--- config.mk ---
export PLATFORM = sky130hd
export DESIGN_NAME = grn_attractor_ctrl_flat
export DESIGN_NICKNAME = d
export VERILOG_FILES = /design/src/rtl/grn_pkg.sv /design/src/rtl/grn_attractor_ctrl_if.sv /design/src/rtl/grn_state_cmp.sv /design/src/rtl/grn_attractor_ctrl.sv /design/src/flat_wrapper.sv
export SDC_FILE = /design/constraint.sdc
export NUM_CORES = 1
export LEC_CHECK = 0
export CAP_MARGIN = 10
export CORE_AREA = 2 2 390 392
export DETAILED_ROUTE_END_ITERATION = 8
export DIE_AREA = 0 0 392 394
export SETUP_SLACK_MARGIN = 0.3
export SKIP_LAST_GASP = 1
export SYNTH_ARGS = -nofsm -noshare
export SYNTH_HDL_FRONTEND = slang
export SYNTH_SLANG_ARGS = --single-unit
--- constraint.sdc ---
create_clock -name clk -period 2.9 [get_ports clk]
set_input_delay 0.435 -clock clk [delete_from_list [all_inputs] [get_ports clk]]
set_output_delay 0.435 -clock clk [all_outputs]
set_load 0.01 [all_outputs]
--- src/rtl/grn_pkg.sv ---
// Shared types and defaults for the gene-regulatory-network attractor controller.
package grn_pkg;

    // Default width of the step/period counters and of the result index fields.
    localparam int CNT_W_DEF = 32;

    // Controller phases: reload the nodes, run tortoise/hare, then measure the cycle.
    typedef enum logic [2:0] {
        S_IDLE   = 3'd0,
        S_LOAD   = 3'd1,
        S_FLOYD  = 3'd2,
        S_PERIOD = 3'd3,
        S_RESULT = 3'd4
    } state_t;

endpackage

--- src/rtl/grn_attractor_ctrl_if.sv ---
// Result bundle of the attractor controller.
// Handshake: the controller raises res_valid and holds it, together with
// meet_idx/period/attractor/timeout, unchanged until a cycle in which
// res_ready is also high; that cycle completes the transfer. res_ready is
// ignored whenever res_valid is low.
interface grn_attractor_ctrl_if
    import grn_pkg::*;
#(
    parameter int N_NODES = 188,
    parameter int CNT_W   = CNT_W_DEF
);
    logic               res_valid;
    logic               res_ready;
    logic [CNT_W-1:0]   meet_idx;
    logic [CNT_W-1:0]   period;
    logic [N_NODES-1:0] attractor;
    logic               timeout;

    modport master (
        output res_valid, meet_idx, period, attractor, timeout,
        input  res_ready
    );

    modport slave (
        input  res_valid, meet_idx, period, attractor, timeout,
        output res_ready
    );
endinterface

--- src/rtl/grn_state_cmp.sv ---
// Full-width equality of two network states.
module grn_state_cmp #(
    parameter int N_NODES = 188
) (
    input  logic [N_NODES-1:0] i_a,
    input  logic [N_NODES-1:0] i_b,
    output logic               o_eq
);
    assign o_eq = (i_a == i_b);
endmodule

--- src/rtl/grn_attractor_ctrl.sv ---
// Attractor finder: drives two copies of a synchronous network with Floyd's
// tortoise/hare stepping, latches the meeting state, then counts hare steps
// until that state recurs to obtain the cycle length.
module grn_attractor_ctrl
    import grn_pkg::*;
#(
    parameter int N_NODES   = 188,
    parameter int CNT_W     = CNT_W_DEF,
    parameter int MAX_STEPS = 2**20
) (
    input  logic               clk,
    input  logic               rst_n,
    input  logic               start,
    input  logic [N_NODES-1:0] init_vec,
    input  logic [N_NODES-1:0] s0_vec,
    input  logic [N_NODES-1:0] s1_vec,
    output logic               reset_nos,
    output logic [N_NODES-1:0] init_state,
    output logic               start_s0,
    output logic               start_s1,
    output logic               busy,
    output state_t             o_dbg_state,
    grn_attractor_ctrl_if.master res
);

    localparam logic [CNT_W-1:0] MAX_CNT = CNT_W'(MAX_STEPS);

    state_t             r_state;
    state_t             w_next;
    logic [CNT_W-1:0]   r_k;
    logic [CNT_W-1:0]   r_p;
    logic [N_NODES-1:0] r_init_state;
    logic [N_NODES-1:0] r_attractor;
    logic [CNT_W-1:0]   r_meet_idx;
    logic [CNT_W-1:0]   r_period;
    logic               r_timeout;

    logic w_eq_floyd;
    logic w_eq_period;
    logic w_meet;
    logic w_floyd_to;
    logic w_per_done;
    logic w_per_to;
    logic w_start_s0;
    logic w_start_s1;
    logic w_reset_nos;
    logic w_busy;
    logic w_res_valid;

    grn_state_cmp #(.N_NODES(N_NODES)) u_cmp_floyd (
        .i_a  (s0_vec),
        .i_b  (s1_vec),
        .o_eq (w_eq_floyd)
    );

    grn_state_cmp #(.N_NODES(N_NODES)) u_cmp_period (
        .i_a  (s1_vec),
        .i_b  (r_attractor),
        .o_eq (w_eq_period)
    );

    // Odd k is skipped: after one strobe both copies hold f(init) trivially.
    assign w_meet     = !r_k[0] && (r_k[CNT_W-1:1] != '0) && w_eq_floyd;
    assign w_floyd_to = (r_k == MAX_CNT);
    assign w_per_done = (r_p != '0) && w_eq_period;
    assign w_per_to   = (r_p == MAX_CNT);

    // State register.
    always_ff @(posedge clk or negedge rst_n) begin
        if (!rst_n) begin
            r_state <= S_IDLE;
        end else begin
            r_state <= w_next;
        end
    end

    // Next state and strobes; a strobe is issued in the same cycle its counter
    // advances, so k and p always equal the steps the nodes have absorbed.
    always_comb begin
        w_next      = r_state;
        w_start_s0  = 1'b0;
        w_start_s1  = 1'b0;
        w_reset_nos = 1'b0;
        w_busy      = 1'b1;
        w_res_valid = 1'b0;
        case (r_state)
            S_IDLE: begin
                w_busy = 1'b0;
                if (start) w_next = S_LOAD;
            end
            S_LOAD: begin
                w_reset_nos = 1'b1;
                w_next      = S_FLOYD;
            end
            S_FLOYD: begin
                if (w_meet) begin
                    w_next = S_PERIOD;
                end else if (w_floyd_to) begin
                    w_next = S_RESULT;
                end else begin
                    w_start_s0 = 1'b1;
                    w_start_s1 = 1'b1;
                end
            end
            S_PERIOD: begin
                if (w_per_done || w_per_to) begin
                    w_next = S_RESULT;
                end else begin
                    w_start_s1 = 1'b1;
                end
            end
            S_RESULT: begin
                w_res_valid = 1'b1;
                if (res.res_ready) w_next = S_IDLE;
            end
            default: w_next = S_IDLE;
        endcase
    end

    // Counters and result registers; counters are checked against the limit before incrementing.
    always_ff @(posedge clk or negedge rst_n) begin
        if (!rst_n) begin
            r_k          <= '0;
            r_p          <= '0;
            r_init_state <= '0;
            r_attractor  <= '0;
            r_meet_idx   <= '0;
            r_period     <= '0;
            r_timeout    <= 1'b0;
        end else begin
            case (r_state)
                S_IDLE: begin
                    if (start) begin
                        r_init_state <= init_vec;
                        r_attractor  <= '0;
                        r_meet_idx   <= '0;
                        r_period     <= '0;
                        r_timeout    <= 1'b0;
                    end
                end
                S_LOAD: begin
                    r_k <= '0;
                end
                S_FLOYD: begin
                    if (w_meet) begin
                        r_attractor <= s1_vec;
                        r_meet_idx  <= r_k >> 1;
                        r_p         <= '0;
                    end else if (w_floyd_to) begin
                        r_timeout  <= 1'b1;
                        r_meet_idx <= r_k >> 1;
                    end else begin
                        r_k <= r_k + 1'b1;
                    end
                end
                S_PERIOD: begin
                    if (w_per_done) begin
                        r_period <= r_p;
                    end else if (w_per_to) begin
                        r_timeout <= 1'b1;
                        r_period  <= r_p;
                    end else begin
                        r_p <= r_p + 1'b1;
                    end
                end
                default: ;
            endcase
        end
    end

    assign reset_nos     = w_reset_nos;
    assign start_s0      = w_start_s0;
    assign start_s1      = w_start_s1;
    assign busy          = w_busy;
    assign init_state    = r_init_state;
    assign o_dbg_state   = r_state;
    assign res.res_valid = w_res_valid;
    assign res.meet_idx  = r_meet_idx;
    assign res.period    = r_period;
    assign res.attractor = r_attractor;
    assign res.timeout   = r_timeout;

endmodule

--- src/flat_wrapper.sv ---
// flat-port wrapper written by rule: the top's interface ports become plain ports
module grn_attractor_ctrl_flat import grn_pkg::*;
#(
    parameter int N_NODES   = 188,
    parameter int CNT_W     = CNT_W_DEF,
    parameter int MAX_STEPS = 2**20
)
  (clk, rst_n, start, init_vec, s0_vec, s1_vec, reset_nos, init_state, start_s0, start_s1, busy, o_dbg_state, res_res_valid, res_meet_idx, res_period, res_attractor, res_timeout, res_res_ready);
  grn_attractor_ctrl_if #(.N_NODES(N_NODES), .CNT_W(CNT_W)) res_i ();
  input  logic clk;
  input  logic rst_n;
  input  logic start;
  input  logic [N_NODES-1:0] init_vec;
  input  logic [N_NODES-1:0] s0_vec;
  input  logic [N_NODES-1:0] s1_vec;
  output logic reset_nos;
  output logic [N_NODES-1:0] init_state;
  output logic start_s0;
  output logic start_s1;
  output logic busy;
  output state_t o_dbg_state;
  output wire logic [$bits(res_i.res_valid)-1:0] res_res_valid;
  output wire logic [$bits(res_i.meet_idx)-1:0] res_meet_idx;
  output wire logic [$bits(res_i.period)-1:0] res_period;
  output wire logic [$bits(res_i.attractor)-1:0] res_attractor;
  output wire logic [$bits(res_i.timeout)-1:0] res_timeout;
  input wire logic [$bits(res_i.res_ready)-1:0] res_res_ready;
  assign res_res_valid = res_i.res_valid;
  assign res_meet_idx = res_i.meet_idx;
  assign res_period = res_i.period;
  assign res_attractor = res_i.attractor;
  assign res_timeout = res_i.timeout;
  assign res_i.res_ready = res_res_ready;
  grn_attractor_ctrl #(.N_NODES(N_NODES), .CNT_W(CNT_W), .MAX_STEPS(MAX_STEPS)) u_core (.clk(clk), .rst_n(rst_n), .start(start), .init_vec(init_vec), .s0_vec(s0_vec), .s1_vec(s1_vec), .reset_nos(reset_nos), .init_state(init_state), .start_s0(start_s0), .start_s1(start_s1), .busy(busy), .o_dbg_state(o_dbg_state), .res(res_i));
endmodule
### Yosys cells after proc, flatten, opt, wreduce, memory -nomap -nowiden

Index checks and enable logic that the tools add are counted.

| cells by class | value |
|---|---|
| add/sub/neg operators | 2 |
| equality and inequality tests | 20 |
| mux-type cells | 37 |
| reductions and logical operators | 21 |

Operators with widths:

| kind | number |
|---|---|
| $eq A188 B188 Y1 | 2 |
| $mux W188 | 2 |
| $pmux W188 S2 | 1 |
| $mux W32 | 10 |
| $pmux W32 S2 | 4 |
| $add A32 B1 Y32 const B | 2 |
| $eq A32 B21 Y1 const B | 2 |
| $reduce_bool A32 Y1 | 1 |
| $reduce_bool A31 Y1 | 1 |
| $mux W3 | 5 |
| $pmux W3 S5 | 1 |
| $mux W1 | 12 |
| $ne A2 B2 Y1 const B | 6 |
| $reduce_and A3 Y1 | 4 |
| $ne A2 B1 Y1 const B | 4 |
| $reduce_and A4 Y1 | 2 |
| $reduce_bool A2 Y1 | 4 |
| $eq A3 B2 Y1 const B | 2 |
| $ne A3 B1 Y1 const B | 2 |
| $reduce_and A6 Y1 | 1 |
| $eq A3 B1 Y1 const B | 1 |
| $eq A3 B3 Y1 const B | 1 |
| $logic_and A1 B1 Y1 | 3 |
| $logic_not A3 Y1 | 1 |
| other kinds (6) | 6 |

| word-level totals | value |
|---|---|
| bits in registers | 508 |
| input port bits | 568 |
| output and inout port bits | 449 |
| word-level logic and storage cells | 88 |

### Logic depth before layout (Yosys ltp)

| depth | value |
|---|---|
| depth in word-level cells | 5 |
| mapped depth | 12 |
| mapped depth without buffers | 10 |

### Cells and area by module

Synthesis repeated with hierarchy kept, for this count alone.

| second synthesis, totals | value |
|---|---|
| cell total of the unflattened synthesis | 2869 |
| area, all modules | 25011.5 µm² |

Modules (own cells, without submodules):

| module | instances | cells an instance | area each (µm²) | seq. area each (µm²) |
|---|---|---|---|---|
| grn_attractor_ctrl | 1 | 2327 | 20779.9 | 12687.2 |
| grn_state_cmp | 2 | 271 | 2115.8 | 0.0 |

### Least setup slack after synthesis

Ideal clock, no wire load.

| timing path | value |
|---|---|
| path kind | input port to output port |
| start | input s0_vec[67] |
| end | output start_s0 |
| arrival | 2.291 ns |
| data required time | 2.465 ns |
| slack | 0.174 ns |
| stages | 9 |
| buffers on the path | 2 |
| cells stage by stage | nand2b_1 > o2111ai_1 > or4_1 > nor4_2 > nand4_2 > o21ai_2 > buf_4 > buf_2 > inv_1 |

| between the ends | value |
|---|---|
| cells in the longest elaborated chain, start to end | 4 |

Ends and longest elaborated chain:

| item | line | source |
|---|---|---|
| start: declaration | flat_wrapper.sv:14 | `input logic [N_NODES-1:0] s0_vec;` |
| $eq A188 B188 Y1 | grn_state_cmp.sv:9 | `assign o_eq = (i_a == i_b);` |
| $logic_and A1 B1 Y1 | grn_attractor_ctrl.sv:63 | `assign w_meet = !r_k[0] && (r_k[CNT_W-1:1] != '0) && w_eq_floyd;` |
| $mux W1 | grn_attractor_ctrl.sv:96 | `if (w_meet) begin` |
| $mux W1 | grn_attractor_ctrl.sv:86 | `case (r_state)` |
| end: declaration | flat_wrapper.sv:18 | `output logic start_s0;` |

No other way between the ends.

### Worst setup path after layout

| timing path | value |
|---|---|
| start | input s1_vec[7] |
| end | output start_s1 |

| between the ends | value |
|---|---|
| cells in the longest elaborated chain, start to end | 5 |
| elaborated cells on any way between the ends | 8 |
| those cells by class | eq/ne (2); mux (3); reduce/logical (3) |

Ends and longest elaborated chain:

| item | line | source |
|---|---|---|
| start: declaration | flat_wrapper.sv:15 | `input logic [N_NODES-1:0] s1_vec;` |
| $eq A188 B188 Y1 | grn_state_cmp.sv:9 |  |
| $logic_and A1 B1 Y1 | grn_attractor_ctrl.sv:65 | `assign w_per_done = (r_p != '0) && w_eq_period;` |
| $logic_or A1 B1 Y1 | grn_attractor_ctrl.sv:106 | `if (w_per_done \|\| w_per_to) begin` |
| $mux W1 | grn_attractor_ctrl.sv:106 |  |
| $pmux W1 S2 (*) | grn_attractor_ctrl.sv:86 |  |
| end: declaration | flat_wrapper.sv:19 | `output logic start_s1;` |

Every way passes the cells marked *; elsewhere a longest branch is shown, timed or not.

==> results.py <==
metrics = {
    "logic_synthesis": {
        "syn_inst": 2860,
        "yosys_warnings": 0,
        "synth-edff-count": 0,
        "ys_seq_area_share_pct": 48.5,
        "synth.avg_cell_area_um2": 9.14,
        "syn-num-nets": 3432,
        "ys_ff_latch": 507,
        "synth_flop_cell": "dfrtp_1",
        "async_flop_share_pct": 100,
        "syn_area_um2": 26100,
        "ys_types": 67,
    },
    "timing": {
        "rsz0062_at_grt": "true",
        "finalHoldViolations": 0,
        "setup-violations-final": 301,
        "skew_ns": 0.0367,
        "hold_ws_ns": 0.0650,
        "slew_headroom_pct": 49.8,
        "min_period_ns": 3.50,
        "period_share_pct": 121,
        "tightestPinTransition_ns": 0.753,
        "maxSlewViolCount": 0,
        "timing.final.ws_setup_ns": -0.598,
        "fmax_mhz": 286,
    },
    "run_status": {
        "failed_checks": "setup timing",
        "status": "finished, violations left",
    },
    "final_layout": {
        "fin_util_pct": 32.1,
        "syn2layout_area_growth_pct": 85.2,
        "final_common_cell": "clkdlybuf4s50_1",
        "nets": 5032,
        "layout.cells.non_filler": 6560,
        "design_area_um2": 48400,
        "drive_gt1_share_pct": 21.6,
        "final_cell_mix": "clkdlybuf4s50_1, nand2_1, buf_4",
    },
    "placed_design": {
        "dp_cells": 6344,
        "hpwlAfterDp_mm": 131,
        "dpl_cell_area_um2": 43000,
        "place.gp.congestion": 1.02,
        "io_buffers": 1015,
    },
    "run": {
        "max-cap-violations": 0,
    },
    "detailed_routing": {
        "ant_nets": 0,
        "drc": 0,
        "routed_wl_mm": 164,
        "vias_per_cell": 4.21,
        "first_iter_violations": 1919,
        "vias": 27700,
        "dr.pass1.iters": 5,
        "wl_per_cell_um": 25.0,
    },
    "power": {
        "ir_drop_uv": 517,
        "leakage_uw": 0.0233,
        "pwr_density_cell_nw_per_um2": 817,
        "total_power_uw": 39600,
    },
    "worst_hold_path": {
        "hold_depth": 3,
        "hold_class": "input pin to register",
        "hold_start": "s1_vec[114]",
    },
    "clock_tree": {
        "htreeDepth": 3,
        "cts_tree": "built",
        "cts.clk_slew.worst_paths_ns": 0.05,
        "cts_buffer_depth": 3,
        "numCtsBuffers": 68,
        "cts_root_buf": "clkbuf_16",
        "clock-sinks": 507,
        "insertion_delay_ns": 0.67,
    },
    "setup_path": {
        "criticalPathCategory": "input pin to output pin",
        "cp_data_required_time_ns": 2.47,
        "arrival_ns": 3.06,
        "reg2reg_depth": 18,
        "endpoint_kind": "output pin",
        "startpoint_type": "input pin",
        "timing.rr.start": "u_core.res.attractor[43]$_DFFE_PN0P_",
        "worstPathMaxFanout": 3,
        "worstSetupStartpoint": "s1_vec[7]",
    },
    "floorplanning": {
        "rows": 143,
        "die-width_um": 392,
        "die_h_um": 394,
        "core_area_um2": 151000,
        "initial_core_util_pct": 17.4,
        "pin_count": 1017,
        "die-area_um2": 154000,
    },
    "global_route": {
        "grt_start_max_net_pins": 117,
        "grt.overflow.total": 0,
        "grt_pass1_vias": 27900,
        "grt_pass1_wl_mm": 218,
        "antenna_found_initial": 50,
        "track_usage_pct": 20.2,
    },
}
==> cell usage after synthesis, types with 15 or more instances <==
cell / count / share of area, %
mux2i_1: 191 / 7.3
buf_6: 15 / 0.65
nor4_1: 86 / 2.1
nand3_1: 59 / 1.1
nand2_1: 824 / 12
a21oi_1: 27 / 0.52
clkbuf_1: 91 / 1.3
nor2_1: 39 / 0.56
xnor2_1: 29 / 0.97
a22o_1: 33 / 1.1
xor2_1: 287 / 9.6
nand4_1: 42 / 1.0
a211o_1: 15 / 0.50
o21ai_0: 54 / 1.0
buf_2: 15 / 0.29
nand2b_1: 30 / 0.72
dfrtp_1: 507 / 49
nor3_1: 28 / 0.54
or3_1: 19 / 0.45
a2111oi_0: 16 / 0.54
inv_1: 265 / 3.8
nor2b_1: 52 / 1.2
==> final timing paths <==
path / end / slack (ns)
setup reg to reg: u_core.r_p[24]$_DFFE_PN0P_ / -0.44
min in group asynchronous: u_core.init_state[107]$_DFFE_PN0P_ / 0.38
hold reg to reg: u_core.init_state[137]$_DFFE_PN0P_ / 0.47
setup / recovery: start_s1 / -0.60
max in group asynchronous: u_core.res.attractor[59]$_DFFE_PN0P_ / 1.57
hold / removal: u_core.res.attractor[114]$_DFFE_PN0P_ / 0.06
==> registers in the layout (all words and copies together), names as in the netlist <==
signal / cells
u_core.o_dbg_state: 3
u_core.res.attractor: 188
u_core.init_state: 188
u_core.res.period: 32
u_core.res.timeout: 1
u_core.r_k: 32
u_core.r_p: 32
u_core.res.meet_idx: 31
==> layer usage <==
metal	track usage [%]	wire length, um
met5	0	22
met2	33.5	78400
met4	6.31	4810
met3	5.73	15000
met1	25.1	65900
==> area by class of cell <==
cell class	instances	area, um2
Antenna cell	18	45.0
Clock buffer	93	1950
Clock inverter	29	498
Fill cell	15700	102000
Inverter	266	1010
Multi-Input combinational cell	1954	13300
Sequential cell	507	12700
Tap cell	2030	2540
Timing Repair Buffer	1663	16400
==> kinds of logic (layout without fill, tap and decap cells) <==
group,count (synthesis),in the layout,synth area share (%)
AOI/OAI and AO/OA,216,216,6.09
DFF,507,507,48.5
muxes,192,192,7.36
and+or+nand+nor,1225,1225,20.9
adders and majority gates,4,4,0.191
buffers and inverters,399,2051,6.30
other,1,19,0.0143
xor gates and xnor gates,316,316,10.6
==> per-stage QoR <==
stage | setup TNS [ns] | worst slack, ns
floorplan | 0 | 0.238
global placement | -739.12 | -2.59
detailed placement | -521.50 | -1.96
CTS | -51.55 | -0.697
global route | -101.87 | -0.768
finish | -73.67 | -0.598
==> timing repair <==
| action | CTS | global route |
|---|---|---|
| cloned | 12 | 15 |
| setup endpoints to repair | 323 | 324 |
| resized for setup | 363 | 279 |
| buffers inserted | 16 | 32 |
| pin swaps | 67 | 69 |
| endpoints found under the hold margin | 29 | 0 |
| hold buffers | 1 | 0 |
==> power by group <==
part | total [uW] | internal [uW] | switching [uW]
clock | 9350 | 5640 | 3700
sequential | 10800 | 9260 | 1500
combinational | 19500 | 9480 | 9990
total | 39600 | 24400 | 15200
==> critical path: stages <==
cell             delay (ns)
clkdlybuf4s50_1        0.51
buf_4                  0.20
xor2_1                 0.18
nor4_4                 0.41
buf_4                  0.19
nand4_1                0.17
nor4_4                 0.27
buf_4                  0.17
nand4_1                0.08
buf_6                  0.15
nand3_4                0.07
nand2_4                0.08
buf_6                  0.12
(Power assumes the default switching activity.)
